**src/rtl/sfp_mult_chain_if.sv**
```systemverilog
// sfp_mult_chain_if
// Groups the operand/product signals of the floating-point multiply pipeline.
//   i_req        operand pair valid this cycle
//   i_da, i_db   operands A and B, IEEE-754 binary32
//   o_vld        product valid
//   o_dat        product, IEEE-754 binary32
// master: the side that issues operands (the testbench or an upstream block).
// slave : the multiply pipeline itself.
interface sfp_mult_chain_if;
    logic        i_req;
    logic [31:0] i_da;
    logic [31:0] i_db;
    logic        o_vld;
    logic [31:0] o_dat;

    modport master (
        output i_req, i_da, i_db,
        input  o_vld, o_dat
    );

    modport slave (
        input  i_req, i_da, i_db,
        output o_vld, o_dat
    );
endinterface

```
**src/rtl/sfp_mult_chain.sv**
```systemverilog
// sfp_mult_chain
// Fully pipelined binary32 multiply carried out in the 26-bit short-float
// (SFP) format: [25] sign, [24:17] exponent (bias 127), [16:0] fraction.
// Four register stages, one operand pair accepted per clock:
//   stage 1  binary32 -> SFP (per operand, low 6 fraction bits dropped)
//   stage 2  18x18 mantissa product, exponent sum, special-case flags
//   stage 3  normalize, truncate, resolve specials
//   stage 4  SFP -> binary32
// Ports:
//   i_clk  system clock, rising edge
//   i_rst  asynchronous active-low reset, clears every pipeline register
//   bus    sfp_mult_chain_if.slave (i_req, i_da, i_db in; o_vld, o_dat out)
module sfp_mult_chain (
    input  logic               i_clk,
    input  logic               i_rst,
    sfp_mult_chain_if.slave    bus
);

    // ---------------- stage 1: binary32 -> SFP ----------------
    logic [25:0] slf_a;
    logic [25:0] slf_b;

    // Zero exponent (zero or denormal) flushes to signed zero.
    assign slf_a = (bus.i_da[30:23] == 8'd0) ? {bus.i_da[31], 25'd0}
                                             : {bus.i_da[31], bus.i_da[30:23], bus.i_da[22:6]};
    assign slf_b = (bus.i_db[30:23] == 8'd0) ? {bus.i_db[31], 25'd0}
                                             : {bus.i_db[31], bus.i_db[30:23], bus.i_db[22:6]};

    logic        s1_vld_a;
    logic        s1_vld_b;
    logic [25:0] s1_a;
    logic [25:0] s1_b;

    // Data registers load only with a valid pair so idle cycles keep the
    // downstream data (and therefore o_dat) at zero after reset.
    always_ff @(posedge i_clk or negedge i_rst) begin
        if (!i_rst) begin
            s1_vld_a <= 1'b0;
            s1_vld_b <= 1'b0;
            s1_a     <= 26'd0;
            s1_b     <= 26'd0;
        end else begin
            s1_vld_a <= bus.i_req;
            s1_vld_b <= bus.i_req;
            if (bus.i_req) begin
                s1_a <= slf_a;
                s1_b <= slf_b;
            end
        end
    end

    // ---------------- stage 2: product and exponent sum ----------------
    logic       mul_req;
    logic [7:0] ea;
    logic [7:0] eb;

    assign mul_req = s1_vld_a & s1_vld_b;
    assign ea      = s1_a[24:17];
    assign eb      = s1_b[24:17];

    logic               s2_vld;
    logic               s2_sign;
    logic [35:0]        s2_p;
    logic signed [9:0]  s2_esum;
    logic               s2_a_inf;
    logic               s2_b_inf;
    logic               s2_a_zero;
    logic               s2_b_zero;

    always_ff @(posedge i_clk or negedge i_rst) begin
        if (!i_rst) begin
            s2_vld    <= 1'b0;
            s2_sign   <= 1'b0;
            s2_p      <= 36'd0;
            s2_esum   <= 10'sd0;
            s2_a_inf  <= 1'b0;
            s2_b_inf  <= 1'b0;
            s2_a_zero <= 1'b0;
            s2_b_zero <= 1'b0;
        end else begin
            s2_vld <= mul_req;
            if (mul_req) begin
                s2_sign   <= s1_a[25] ^ s1_b[25];
                s2_p      <= {1'b1, s1_a[16:0]} * {1'b1, s1_b[16:0]};
                // 10-bit two's complement holds -127..381 without overflow.
                s2_esum   <= $signed({2'b00, ea} + {2'b00, eb} - 10'd127);
                s2_a_inf  <= (ea == 8'hFF);
                s2_b_inf  <= (eb == 8'hFF);
                s2_a_zero <= (ea == 8'h00);
                s2_b_zero <= (eb == 8'h00);
            end
        end
    end

    // ---------------- stage 3: normalize and specials ----------------
    logic               norm;
    logic [16:0]        frac;
    logic signed [9:0]  e_fin;
    logic [25:0]        mul_res;

    assign norm  = s2_p[35];
    assign frac  = norm ? s2_p[34:18] : s2_p[33:17];
    assign e_fin = s2_esum + $signed({9'd0, norm});

    always_comb begin
        mul_res = {s2_sign, e_fin[7:0], frac};
        if ((s2_a_inf && s2_b_zero) || (s2_b_inf && s2_a_zero))
            mul_res = {1'b0, 8'hFF, 17'h10000};
        else if (s2_a_inf || s2_b_inf)
            mul_res = {s2_sign, 8'hFF, 17'd0};
        else if (s2_a_zero || s2_b_zero)
            mul_res = {s2_sign, 25'd0};
        else if (e_fin >= 10'sd255)
            mul_res = {s2_sign, 8'hFF, 17'd0};
        else if (e_fin <= 10'sd0)
            mul_res = {s2_sign, 25'd0};
    end

    logic        s3_vld;
    logic [25:0] s3_res;

    always_ff @(posedge i_clk or negedge i_rst) begin
        if (!i_rst) begin
            s3_vld <= 1'b0;
            s3_res <= 26'd0;
        end else begin
            s3_vld <= s2_vld;
            if (s2_vld)
                s3_res <= mul_res;
        end
    end

    // ---------------- stage 4: SFP -> binary32 ----------------
    logic        out_vld;
    logic [31:0] out_dat;

    always_ff @(posedge i_clk or negedge i_rst) begin
        if (!i_rst) begin
            out_vld <= 1'b0;
            out_dat <= 32'd0;
        end else begin
            out_vld <= s3_vld;
            if (s3_vld) begin
                if (s3_res[24:17] == 8'd0)
                    out_dat <= {s3_res[25], 31'd0};
                else
                    out_dat <= {s3_res, 6'd0};
            end
        end
    end

    assign bus.o_vld = out_vld;
    assign bus.o_dat = out_dat;

    // Truncated operand and product bits are intentionally discarded.
    logic unused_bits;
    assign unused_bits = ^{bus.i_da[5:0], bus.i_db[5:0], s2_p[16:0]};

endmodule

```
**src/flat_wrapper.sv**
```systemverilog
// flat-port wrapper written by rule: the top's interface ports become plain ports
module sfp_mult_chain_flat 
  (i_clk, i_rst, bus_i_req, bus_i_da, bus_i_db, bus_o_vld, bus_o_dat);
  sfp_mult_chain_if bus_i ();
  input  logic i_clk;
  input  logic i_rst;
  input wire logic [$bits(bus_i.i_req)-1:0] bus_i_req;
  input wire logic [$bits(bus_i.i_da)-1:0] bus_i_da;
  input wire logic [$bits(bus_i.i_db)-1:0] bus_i_db;
  output wire logic [$bits(bus_i.o_vld)-1:0] bus_o_vld;
  output wire logic [$bits(bus_i.o_dat)-1:0] bus_o_dat;
  assign bus_i.i_req = bus_i_req;
  assign bus_i.i_da = bus_i_da;
  assign bus_i.i_db = bus_i_db;
  assign bus_o_vld = bus_i.o_vld;
  assign bus_o_dat = bus_i.o_dat;
  sfp_mult_chain u_core (.i_clk(i_clk), .i_rst(i_rst), .bus(bus_i));
endmodule
```
**config.mk**
```make
export PLATFORM = sky130hd
export DESIGN_NAME = sfp_mult_chain_flat
export DESIGN_NICKNAME = d
export VERILOG_FILES = /design/src/rtl/sfp_mult_chain_if.sv /design/src/rtl/sfp_mult_chain.sv /design/src/flat_wrapper.sv
export SDC_FILE = /design/constraint.sdc
export NUM_CORES = 1
export LEC_CHECK = 0
export ABC_AREA = 1
export CAP_MARGIN = 20
export CORE_MARGIN = 4
export CORE_UTILIZATION = 43
export CTS_BUF_LIST = sky130_fd_sc_hd__clkbuf_8
export DETAILED_ROUTE_END_ITERATION = 10
export PLACE_DENSITY = 0.66
export SLEW_MARGIN = 0
export SYNTH_ARGS = -nofsm -noshare
export SYNTH_HDL_FRONTEND = slang
export SYNTH_SLANG_ARGS = --single-unit
export TNS_END_PERCENT = 100
```
**constraint.sdc**
```tcl
create_clock -name i_clk -period 6 [get_ports i_clk]
set_input_delay 0.9 -clock i_clk [delete_from_list [all_inputs] [get_ports i_clk]]
set_output_delay 0.9 -clock i_clk [all_outputs]
set_load 0.01 [all_outputs]
```
==> out/qor.csv <==
metric;value;unit
status;complete, no violations;
clkLatencyLatePin;480;ps
grt_max_degree;100;
yosys.area_share.xor_xnor;0.548;%
synthCells;2281;
hold_viol;0;
ant_nets;0;
worst_setup_path_end_kind;flip-flop;
place_congestion;0.907;
synth_area;0.0176;sq mm
cp_data_arrival_time;6090;ps
initial_core_util;43.8;%
worst_pin_slew;1030;ps
relSlewSlack;31.5;%
synth_top_family_by_area;adder cells;
slew_violations;0;
fin_crit;5720;ps
clkTransAtPathRegs;90;ps
max-cap-violations;0;
fp.dieH;210;um
final-setup-viol-count;0;
diodes;0;
row_count;73;
tns;0;ps
grt_pass1_wl;72300;um
synth.distinct_cells;45;
finalCritPeriodShare;95.3;%
critical_path_required;6370;ps
drt-initial-drc-count;809;
place_hpwl;34300;um
drive_above_1_share;5.05;%
die-width;210;um
dieArea;0.0442;sq mm
postCtsSetupRepairBufs;0;
wirelength;41700;um
h-tree-depth;4;
cts_tree;built;
synth_adder_area_share;37.4;%
core;0.0401;sq mm
muxShareOfSynthArea;1.08;%
numCtsBuffers;17;
vias;14000;
synth-compound-area-share;6.28;%
clk_path_buf_depth;2;
crit_path_max_fanout;8;
start_kind;flip-flop;
cts_sinks;142;
synthSimpleGateAreaFrac;19.4;%
yosysWarnings;0;
antenna_found_initial;0;
min_path_type;in2async;
wl_per_cell;14.6;um
numPortBuffers;81;
fin_util;48.4;%
fmax;175;MHz
root_buffer;clkbuf_8;
num_io_pins;100;
skew;13.9;ps
final_nets;2765;
areaGrowthSynthToFinish;10.4;%
drc_errors;0;
routed_via_density;4.87;
synth-seq-cells;142;
rsz0062_at_grt;false;
nFillCells;3889;
ys_seq_area_share;20.2;%
grt_pass1_vias;14600;
syn_area_per_cell;7.70;sq um
grt_overflow_total;0;
drtPass1Iterations;5;
grt_use_total;19.8;%
crit_type;reg2reg;
worst max-delay path, cell delays in order (launching register included):
cell	delay [ps]
dfrtp_1	590
buf_4	240
nand2_1	80
fa_1	510
fa_1	520
inv_1	60
fa_1	560
fa_1	440
fa_1	490
inv_1	50
fa_1	530
inv_1	60
ha_1	350
a21oi_1	260
o21ai_0	160
a21oi_1	300
nor2_1	90
nor2_1	130
nand3_1	80
nand3_1	90
nand2_1	50
final timing paths:
path | start | endpoint | slack [ps] | depth (start not counted)
setup / recovery | u_core.s1_b[10] | u_core.s2_p[32] | 280 | 20
hold / removal | i_rst | u_core.bus.o_dat[22] | 440 | 1
setup reg to reg | u_core.s1_b[10] | u_core.s2_p[32] | 280 | 20
hold reg to reg | u_core.s2_vld | u_core.s3_vld | 460 | 0
max in group asynchronous | i_rst | u_core.s1_b[8] | 4160 | 2
min in group i_clk | u_core.s2_vld | u_core.s3_vld | 460 | 0
per-stage QoR:
stage / hold slack (ps) / setup slack [ps] / std cells / area [sq um]
after floorplan: 352 / 623 / 2286 / 17600
after global placement: 425 / 318 / 2831 / 19000
after global routing: 474 / 7.59 / 2862 / 19400
after detailed placement: 436 / 204 / 2831 / 19000
final: 440 / 284 / 2862 / 19400
after CTS: 439 / 182 / 2861 / 19400
layout by cell type, fill, tap and decap left out, types with 10 or more instances in the layout:
| master | count |
|---|---|
| clkdlybuf4s50_1 | 79 |
| nand3b_1 | 10 |
| a21oi_1 | 54 |
| nand4_1 | 14 |
| nand2_1 | 654 |
| nor3_1 | 11 |
| dfrtp_1 | 133 |
| o21ai_0 | 63 |
| fa_1 | 255 |
| o22ai_1 | 54 |
| ha_1 | 117 |
| nor2_1 | 85 |
| clkbuf_8 | 18 |
| mux2_2 | 16 |
| buf_4 | 48 |
| nand3_1 | 57 |
| inv_1 | 587 |
state kept, by name, indices dropped and copies added, names as in the netlist, 10 cells and up:
name / cells
u_core.s2_esum: 10
u_core.s2_p: 19
u_core.bus.o_dat: 26
u_core.s3_res: 26
u_core.s1_a: 26
u_core.s1_b: 26
per-layer routing:
| layer | share of wire (%) | GRT usage, % | wire [um] |
|---|---|---|---|
| met1 | 47 | 27.9 | 19500 |
| met5 | 0 | 0 | 0 |
| met4 | 2.5 | 5.56 | 1050 |
| met3 | 4.2 | 2.92 | 1770 |
| met2 | 46 | 32.3 | 19400 |
cell usage after synthesis, drive strengths merged:
cell type	number	area [sq um]
nand2	656	2470
nor2b	1	13.8
o21a	1	7.51
a221oi	1	8.76
ha	117	1460
nand4	14	87.6
a21boi	1	7.51
nor3	12	65.1
conb	1	3.75
a21o	3	22.5
clkbuf	94	353
dfrtp	142	3550
xnor2	9	78.8
o41ai	2	17.5
mux2	16	180
inv	588	2210
nor4	5	31.3
or2	1	6.26
xor2	2	17.5
o31ai	1	7.51
nand3b	10	75.1
buf	14	91.3
nand3	59	313
a21oi	56	295
nor2	87	332
o21ai	73	369
mux2i	1	10.0
and2	1	6.26
o21bai	4	30.0
fa	255	5100
o22ai	54	338
logic make-up after synthesis:
| kind of cell | Yosys count |
|---|---|
| AO/OA/AOI/OAI | 196 |
| XOR/XNOR | 11 |
| buffers and inverters | 696 |
| AND/OR/NAND/NOR | 846 |
| multiplexers | 17 |
| other | 1 |
| flip-flops | 142 |
| adder cells (fa/ha/maj) | 372 |
cell type report:
| cell class | instances | area (sq um) | share of cell area (%) |
|---|---|---|---|
| Sequential cell | 142 | 3560 | 18.4 |
| Multi-Input combinational cell | 1448 | 11400 | 58.7 |
| Clock inverter | 12 | 161 | 0.832 |
| Inverter | 588 | 2210 | 11.4 |
| Clock buffer | 18 | 248 | 1.28 |
| Timing Repair Buffer | 129 | 1180 | 6.09 |
| Tap cell | 525 | 657 | 3.39 |
repair_timing:
item	CTS	global route
endpoints found under the hold margin	0	0
resized for setup	0	9
endpoints found under the setup margin	0	10
hold buffers	0	0
Power is not shown: default switching activity piles up to over one toggle a cycle in this logic, so the estimate is an artifact.
